$ cat src/rtl/inv_key_scheduler.sv
// inv_key_scheduler: iterative AES-256 inverse key expansion.
// Loads {rk13,rk14} and walks the key expansion backwards one round key per
// cycle. It streams rk14 down to rk0 over a valid/ready interface.
// Optional feature macro: INV_KEY_SCHED_CIPHER_KEY_EN. When it is defined,
// the module adds o_cipher_key = {rk0,rk1}, which is captured on the rk0
// handshake.
//
// Handshake: a key transfers on any rising edge where o_valid=1 and i_ready=1.
// While o_valid=1 and i_ready=0, o_round_key and o_round_idx hold stable.
// i_ready is ignored while o_valid=0. i_start is only honoured in IDLE.
module inv_key_scheduler #(
  parameter int NB_BYTE       = 8,
  parameter int N_BYTES_STATE = 16,
  parameter int N_BYTES_KEY   = 32,
  parameter int N_ROUNDS      = 14
) (
  input  logic         i_clock,
  input  logic         i_reset,
  input  logic [255:0] i_key,
  input  logic         i_start,
  input  logic         i_ready,
  output logic [127:0] o_round_key,
  output logic [3:0]   o_round_idx,
  output logic         o_valid,
  output logic         o_busy,
  output logic         o_done
`ifdef INV_KEY_SCHED_CIPHER_KEY_EN
  ,
  output logic [255:0] o_cipher_key
`endif
);

  // Only the AES-256 geometry with 8-bit bytes is implemented.
  localparam bit BAD_CONF = (NB_BYTE != 8) || (N_BYTES_STATE != 16) ||
                            (N_BYTES_KEY != 32) || (N_ROUNDS != 14);
  if (BAD_CONF) begin : g_bad_conf
    $error("inv_key_scheduler: only NB_BYTE=8, N_BYTES_KEY=32, N_ROUNDS=14 supported");
  end

  localparam logic [3:0] LAST_IDX = 4'd14;

  localparam logic [7:0] SBOX [256] = '{
    8'h63, 8'h7c, 8'h77, 8'h7b, 8'hf2, 8'h6b, 8'h6f, 8'hc5, 8'h30, 8'h01, 8'h67, 8'h2b, 8'hfe, 8'hd7, 8'hab, 8'h76,
    8'hca, 8'h82, 8'hc9, 8'h7d, 8'hfa, 8'h59, 8'h47, 8'hf0, 8'had, 8'hd4, 8'ha2, 8'haf, 8'h9c, 8'ha4, 8'h72, 8'hc0,
    8'hb7, 8'hfd, 8'h93, 8'h26, 8'h36, 8'h3f, 8'hf7, 8'hcc, 8'h34, 8'ha5, 8'he5, 8'hf1, 8'h71, 8'hd8, 8'h31, 8'h15,
    8'h04, 8'hc7, 8'h23, 8'hc3, 8'h18, 8'h96, 8'h05, 8'h9a, 8'h07, 8'h12, 8'h80, 8'he2, 8'heb, 8'h27, 8'hb2, 8'h75,
    8'h09, 8'h83, 8'h2c, 8'h1a, 8'h1b, 8'h6e, 8'h5a, 8'ha0, 8'h52, 8'h3b, 8'hd6, 8'hb3, 8'h29, 8'he3, 8'h2f, 8'h84,
    8'h53, 8'hd1, 8'h00, 8'hed, 8'h20, 8'hfc, 8'hb1, 8'h5b, 8'h6a, 8'hcb, 8'hbe, 8'h39, 8'h4a, 8'h4c, 8'h58, 8'hcf,
    8'hd0, 8'hef, 8'haa, 8'hfb, 8'h43, 8'h4d, 8'h33, 8'h85, 8'h45, 8'hf9, 8'h02, 8'h7f, 8'h50, 8'h3c, 8'h9f, 8'ha8,
    8'h51, 8'ha3, 8'h40, 8'h8f, 8'h92, 8'h9d, 8'h38, 8'hf5, 8'hbc, 8'hb6, 8'hda, 8'h21, 8'h10, 8'hff, 8'hf3, 8'hd2,
    8'hcd, 8'h0c, 8'h13, 8'hec, 8'h5f, 8'h97, 8'h44, 8'h17, 8'hc4, 8'ha7, 8'h7e, 8'h3d, 8'h64, 8'h5d, 8'h19, 8'h73,
    8'h60, 8'h81, 8'h4f, 8'hdc, 8'h22, 8'h2a, 8'h90, 8'h88, 8'h46, 8'hee, 8'hb8, 8'h14, 8'hde, 8'h5e, 8'h0b, 8'hdb,
    8'he0, 8'h32, 8'h3a, 8'h0a, 8'h49, 8'h06, 8'h24, 8'h5c, 8'hc2, 8'hd3, 8'hac, 8'h62, 8'h91, 8'h95, 8'he4, 8'h79,
    8'he7, 8'hc8, 8'h37, 8'h6d, 8'h8d, 8'hd5, 8'h4e, 8'ha9, 8'h6c, 8'h56, 8'hf4, 8'hea, 8'h65, 8'h7a, 8'hae, 8'h08,
    8'hba, 8'h78, 8'h25, 8'h2e, 8'h1c, 8'ha6, 8'hb4, 8'hc6, 8'he8, 8'hdd, 8'h74, 8'h1f, 8'h4b, 8'hbd, 8'h8b, 8'h8a,
    8'h70, 8'h3e, 8'hb5, 8'h66, 8'h48, 8'h03, 8'hf6, 8'h0e, 8'h61, 8'h35, 8'h57, 8'hb9, 8'h86, 8'hc1, 8'h1d, 8'h9e,
    8'he1, 8'hf8, 8'h98, 8'h11, 8'h69, 8'hd9, 8'h8e, 8'h94, 8'h9b, 8'h1e, 8'h87, 8'he9, 8'hce, 8'h55, 8'h28, 8'hdf,
    8'h8c, 8'ha1, 8'h89, 8'h0d, 8'hbf, 8'he6, 8'h42, 8'h68, 8'h41, 8'h99, 8'h2d, 8'h0f, 8'hb0, 8'h54, 8'hbb, 8'h16
  };

  function automatic logic [31:0] sub_word(input logic [31:0] x);
    return {SBOX[x[31:24]], SBOX[x[23:16]], SBOX[x[15:8]], SBOX[x[7:0]]};
  endfunction

  typedef enum logic {S_IDLE, S_RUN} state_t;

  state_t         state_q, state_d;
  logic [255:0]   win_q, win_d;     // w[b..b+7], w[b] in the MSBs
  logic [3:0]     idx_q, idx_d;
  logic           done_q, done_d;

  logic [31:0]    win_w [8];
  logic [31:0]    t_in, t_sub_in, t_out;
  logic [3:0]     idx_m1;
  logic [7:0]     rcon;
  logic [127:0]   prev_words;       // w[b-4..b-1], w[b-4] in the MSBs

  // Split the window into words and derive the four preceding words.
  // At index r the window base is b=4r, so rot+rcon applies when r is odd.
  always_comb begin
    for (int i = 0; i < 8; i++) win_w[i] = win_q[255 - 32*i -: 32];
    idx_m1     = idx_q - 4'd1;
    rcon       = 8'h01 << idx_m1[3:1];
    t_in       = win_w[3];
    t_sub_in   = idx_q[0] ? {t_in[23:0], t_in[31:24]} : t_in;
    t_out      = sub_word(t_sub_in) ^ (idx_q[0] ? {rcon, 24'h0} : 32'h0);
    prev_words = {win_w[4] ^ t_out, win_w[5] ^ win_w[4],
                  win_w[6] ^ win_w[5], win_w[7] ^ win_w[6]};
  end

  // Next-state logic: load on start, step backwards on each handshake.
  always_comb begin
    state_d = state_q;
    win_d   = win_q;
    idx_d   = idx_q;
    done_d  = 1'b0;
    case (state_q)
      S_IDLE: begin
        if (i_start) begin
          win_d   = i_key;
          idx_d   = LAST_IDX;
          state_d = S_RUN;
        end
      end
      S_RUN: begin
        if (i_ready) begin
          if (idx_q == LAST_IDX) begin
            idx_d = idx_m1;           // rk13 is already in the window
          end else if (idx_q != 4'd0) begin
            win_d = {prev_words, win_q[255:128]};
            idx_d = idx_m1;
          end else begin
            state_d = S_IDLE;
            done_d  = 1'b1;
          end
        end
      end
      default: state_d = S_IDLE;
    endcase
  end

  // State, window, index and done registers.
  always_ff @(posedge i_clock or posedge i_reset) begin
    if (i_reset) begin
      state_q <= S_IDLE;
      win_q   <= '0;
      idx_q   <= '0;
      done_q  <= 1'b0;
    end else begin
      state_q <= state_d;
      win_q   <= win_d;
      idx_q   <= idx_d;
      done_q  <= done_d;
    end
  end

  assign o_valid     = (state_q == S_RUN);
  assign o_busy      = (state_q == S_RUN);
  assign o_done      = done_q;
  assign o_round_idx = idx_q;
  // rk14 is the upper-indexed half of the initial window; every later key is
  // the lower-indexed half.
  assign o_round_key = (idx_q == LAST_IDX) ? win_q[127:0] : win_q[255:128];

`ifdef INV_KEY_SCHED_CIPHER_KEY_EN
  logic [255:0] cipher_q;
  logic         last_hs;

  assign last_hs = (state_q == S_RUN) && i_ready && (idx_q == 4'd0);

  // At index 0 the window is exactly {rk0,rk1}. Capture it on the last handshake.
  always_ff @(posedge i_clock or posedge i_reset) begin
    if (i_reset) cipher_q <= '0;
    else if (last_hs) cipher_q <= win_q;
  end

  assign o_cipher_key = cipher_q;
`endif

endmodule

$ cat config.mk
export PLATFORM = sky130hd
export DESIGN_NAME = inv_key_scheduler
export DESIGN_NICKNAME = d
export VERILOG_FILES = /design/src/rtl/inv_key_scheduler.sv
export SDC_FILE = /design/constraint.sdc
export NUM_CORES = 2
export LEC_CHECK = 0
export BUFFER_PORTS_ARGS = -buffer_cell sky130_fd_sc_hd__buf_2
export CORE_UTILIZATION = 50
export CTS_CLUSTER_SIZE = 40
export DETAILED_ROUTE_END_ITERATION = 10
export PLACE_DENSITY = 0.71
export SETUP_SLACK_MARGIN = 0.05
export SYNTH_ARGS = -nofsm -noshare
export SYNTH_HDL_FRONTEND = slang
export SYNTH_SLANG_ARGS = --single-unit
$ cat constraint.sdc
create_clock -name i_clock -period 23.5 [get_ports i_clock]
set_input_delay 4.7 -clock i_clock [delete_from_list [all_inputs] [get_ports i_clock]]
set_output_delay 4.7 -clock i_clock [all_outputs]
set_load 0.02 [all_outputs]
==> results.sh <==
export IMPL_vias_per_cell=7.062
export IMPL_finalCritPeriodShare_pct=39.28
export IMPL_final_common_cell="nand2_1"
export IMPL_slowest_delay_ps=950
export IMPL_postRouteAntennaNets=0
export IMPL_cts_setup_buffers=0
export IMPL_syn_area_um2=28300
export IMPL_synth_adder_area_share_pct=2.564
export IMPL_crit_family="buffers and inverters"
export IMPL_period_needed_ps=9230
export IMPL_finalSetupTns_ps=0
export IMPL_synth_top_family_by_area="compound AO/OA/AOI/OAI gates"
export IMPL_worstPathRequired_ps=18800
export IMPL_yosys_area_share_simple_pct=18.60
export IMPL_critPathMaxFanout=75
export IMPL_status="completed"
export IMPL_yosysWarnings=0
export IMPL_finalWirelength_um=134200
export IMPL_critical_path_cell_chain="inv_1, ha_1, nand3_4, buf_4, mux2_2, buf_2"
export IMPL_die_area_um2=57550
export IMPL_path_buf_inv=3
export IMPL_hold_violations=0
export IMPL_numCtsBuffers=29
export IMPL_ios=395
export IMPL_drive_gt1_share_pct=18.48
export IMPL_grt_max_degree=186
export IMPL_clock_skew_ps=43.91
export IMPL_arrival_ps=4530
export IMPL_max_freq_mhz=108.3
export IMPL_postSynth_asyncResetShare_pct=100.0
export IMPL_cts_root_buf="clkbuf_16"
export IMPL_slew_headroom_pct=11.04
export IMPL_worst_pin_slew_ps=1325
export IMPL_syn_area_per_cell_um2=7.482
export IMPL_synth_compound_area_share_pct=30.27
export IMPL_ys_flop_type="dfrtp_1"
export IMPL_mostFrequentLayoutCells="nand2_1, o21ai_0, buf_2"
export IMPL_routabilityCongestion=1.082
export IMPL_grt_setup_unrepaired="no"
export IMPL_die_x_um=239.9
export IMPL_drtIter0Drc=5872
export IMPL_h_tree_depth=1
export IMPL_initial_core_util_pct=50.97
export IMPL_vias=33020
export IMPL_syn_num_nets=4100
export IMPL_yosysUniqueCellTypes=83
export IMPL_cp_slowest_cell="buf_4"
export IMPL_ctsHoldBuffers=0
export IMPL_slew_viol_final=0
export IMPL_critPathLaunchType="flip-flop"
export IMPL_ys_seq_area_share_pct=23.17
export IMPL_fp_row_count=86
export IMPL_die_h_um=239.9
export IMPL_cts_clk_slew_worst_paths_ps=60
export IMPL_worstSetupPathType="reg2out"
export IMPL_grt_ovfl_total=0
export IMPL_netlist_instances=3782
export IMPL_drc=0
export IMPL_critPathCaptureType="output port"
export IMPL_cts_sinks=262
export IMPL_maxCapViolCount=0
export IMPL_hold_slack_ps=497.8
export IMPL_synth_xor_area_share_pct=4.483
export IMPL_clock_latency_ps=620
export IMPL_synthMuxAreaShare_pct=14.24
export IMPL_area_growth_pct=10.01
export IMPL_synth_edff_count=0
export IMPL_finalSetupViolCount=0
export IMPL_dr_pass1_iters=8
export IMPL_grt_pass1_wl_um=196900
export IMPL_grt_antenna_before_repair=31
export IMPL_hp_class="reg2reg"
export IMPL_ys_ff_latch=262
export IMPL_cts_path_max_buffers=3
export IMPL_dp_hpwl_um=92360
export IMPL_core_area_um2=55520
export IMPL_cts_resized=0
export IMPL_grt_pass1_vias=29810
export IMPL_io_buffers=394
export IMPL_final_nets=4209
export IMPL_cts_tree="yes"
export IMPL_grt_usage_pct=44.89
export IMPL_wl_per_cell_um=28.69
[layer usage]
layer | vias to the layer above | global-route usage [%] | wire length (um)
li1 | 14340 | - | -
met3 | 591 | 14.23 | 18280
met4 | 34 | 21.19 | 8017
met5 | - | 0 | 222
met2 | 2619 | 65.66 | 55810
met1 | 15440 | 59.78 | 51820
[state kept, by name, summed over array words and instances (netlist names)]
register and count:
win_q 256, o_round_idx 4, o_done 1, o_busy 1
[cells in the mapped netlist (15+ instances only)]
cell / number / area (um^2)
o211ai_1: 68 / 510.5
o221ai_1: 29 / 254.0
or3_1: 15 / 93.84
o2111ai_1: 27 / 236.5
inv_1: 17 / 63.81
o311ai_0: 44 / 385.4
dfrtp_1: 262 / 6556
a211oi_1: 52 / 390.4
o31ai_1: 25 / 187.7
nand4_1: 34 / 212.7
ha_1: 58 / 725.7
o32ai_1: 15 / 131.4
buf_2: 133 / 665.6
a221oi_1: 35 / 306.5
buf_1: 22 / 82.58
xor2_1: 20 / 175.2
a311oi_1: 54 / 473.0
a21oi_1: 232 / 1161
a31oi_1: 57 / 356.6
clkbuf_1: 201 / 754.5
o21ai_0: 503 / 2517
nand3_1: 122 / 610.6
and2_1: 15 / 93.84
nor3b_1: 18 / 135.1
buf_4: 23 / 172.7
o22ai_1: 27 / 168.9
a32oi_1: 16 / 140.1
nand2_1: 601 / 2256
nor2_1: 239 / 897.1
a22oi_1: 20 / 150.1
a2111oi_0: 15 / 131.4
mux2_2: 148 / 1667
xnor2_1: 123 / 1077
mux2i_1: 197 / 1972
nor4_1: 19 / 118.9
nand2b_1: 23 / 143.9
nor3_1: 66 / 330.3
[cells by family after synthesis]
group | after synthesis
AOI/OAI and AO/OA | 1335
xor gates and xnor gates | 144
adders and majority gates | 58
buffers and inverters | 415
DFF | 262
muxes | 365
and+or+nand+nor | 1203
[worst reg2reg max path, delay by kind of cell, from the launching register on]
family / cells / cell delay [ps]
buffers and inverters: 5 / 3260
and+or+nand+nor: 3 / 1640
DFF: 1 / 730
AOI/OAI and AO/OA: 1 / 350
adders and majority gates: 1 / 240
[layout make-up]
type                            count  area, um^2
Timing Repair Buffer              467        2532
Sequential cell                   262        6564
Inverter                           26       105.1
Multi-Input combinational cell   3105       19990
Fill cell                        5437       24390
Clock buffer                       48       897.1
Tap cell                          748       935.9
Clock inverter                      5       72.57
Antenna cell                       15       37.54
[worst paths after layout]
path | from | end | slack (ps) | cells after the start
max | o_round_idx[0]$_DFFE_PP0P_ | o_round_key[72] | 14270 | 6
min | win_q[186]$_DFFE_PP0P_ | win_q[186]$_DFFE_PP0P_ | 500 | 2
max reg2reg | o_round_idx[0]$_DFFE_PP0P_ | win_q[140]$_DFFE_PP0P_ | 17080 | 10
min reg2reg | win_q[186]$_DFFE_PP0P_ | win_q[186]$_DFFE_PP0P_ | 500 | 2
max in group asynchronous | i_reset | win_q[246]$_DFFE_PP0P_ | 17590 | 3
min in group asynchronous | i_reset | win_q[218]$_DFFE_PP0P_ | 4230 | 2
[through the flow]
step	instances	util [%]	setup WS, ps	instance area, um^2
2_1_floorplan	3782	-	11590	28300
3_3_place_gp	4608	54.25	14230	30120
3_5_place_dp	4608	54.25	14090	30120
4_1_cts	4661	56.00	14260	31090
5_1_grt	4672	56.05	14120	31120
6_report	4676	56.07	14270	31130
Power is not shown: default switching activity piles up to over one toggle a cycle in this logic, so the estimate is an artifact.
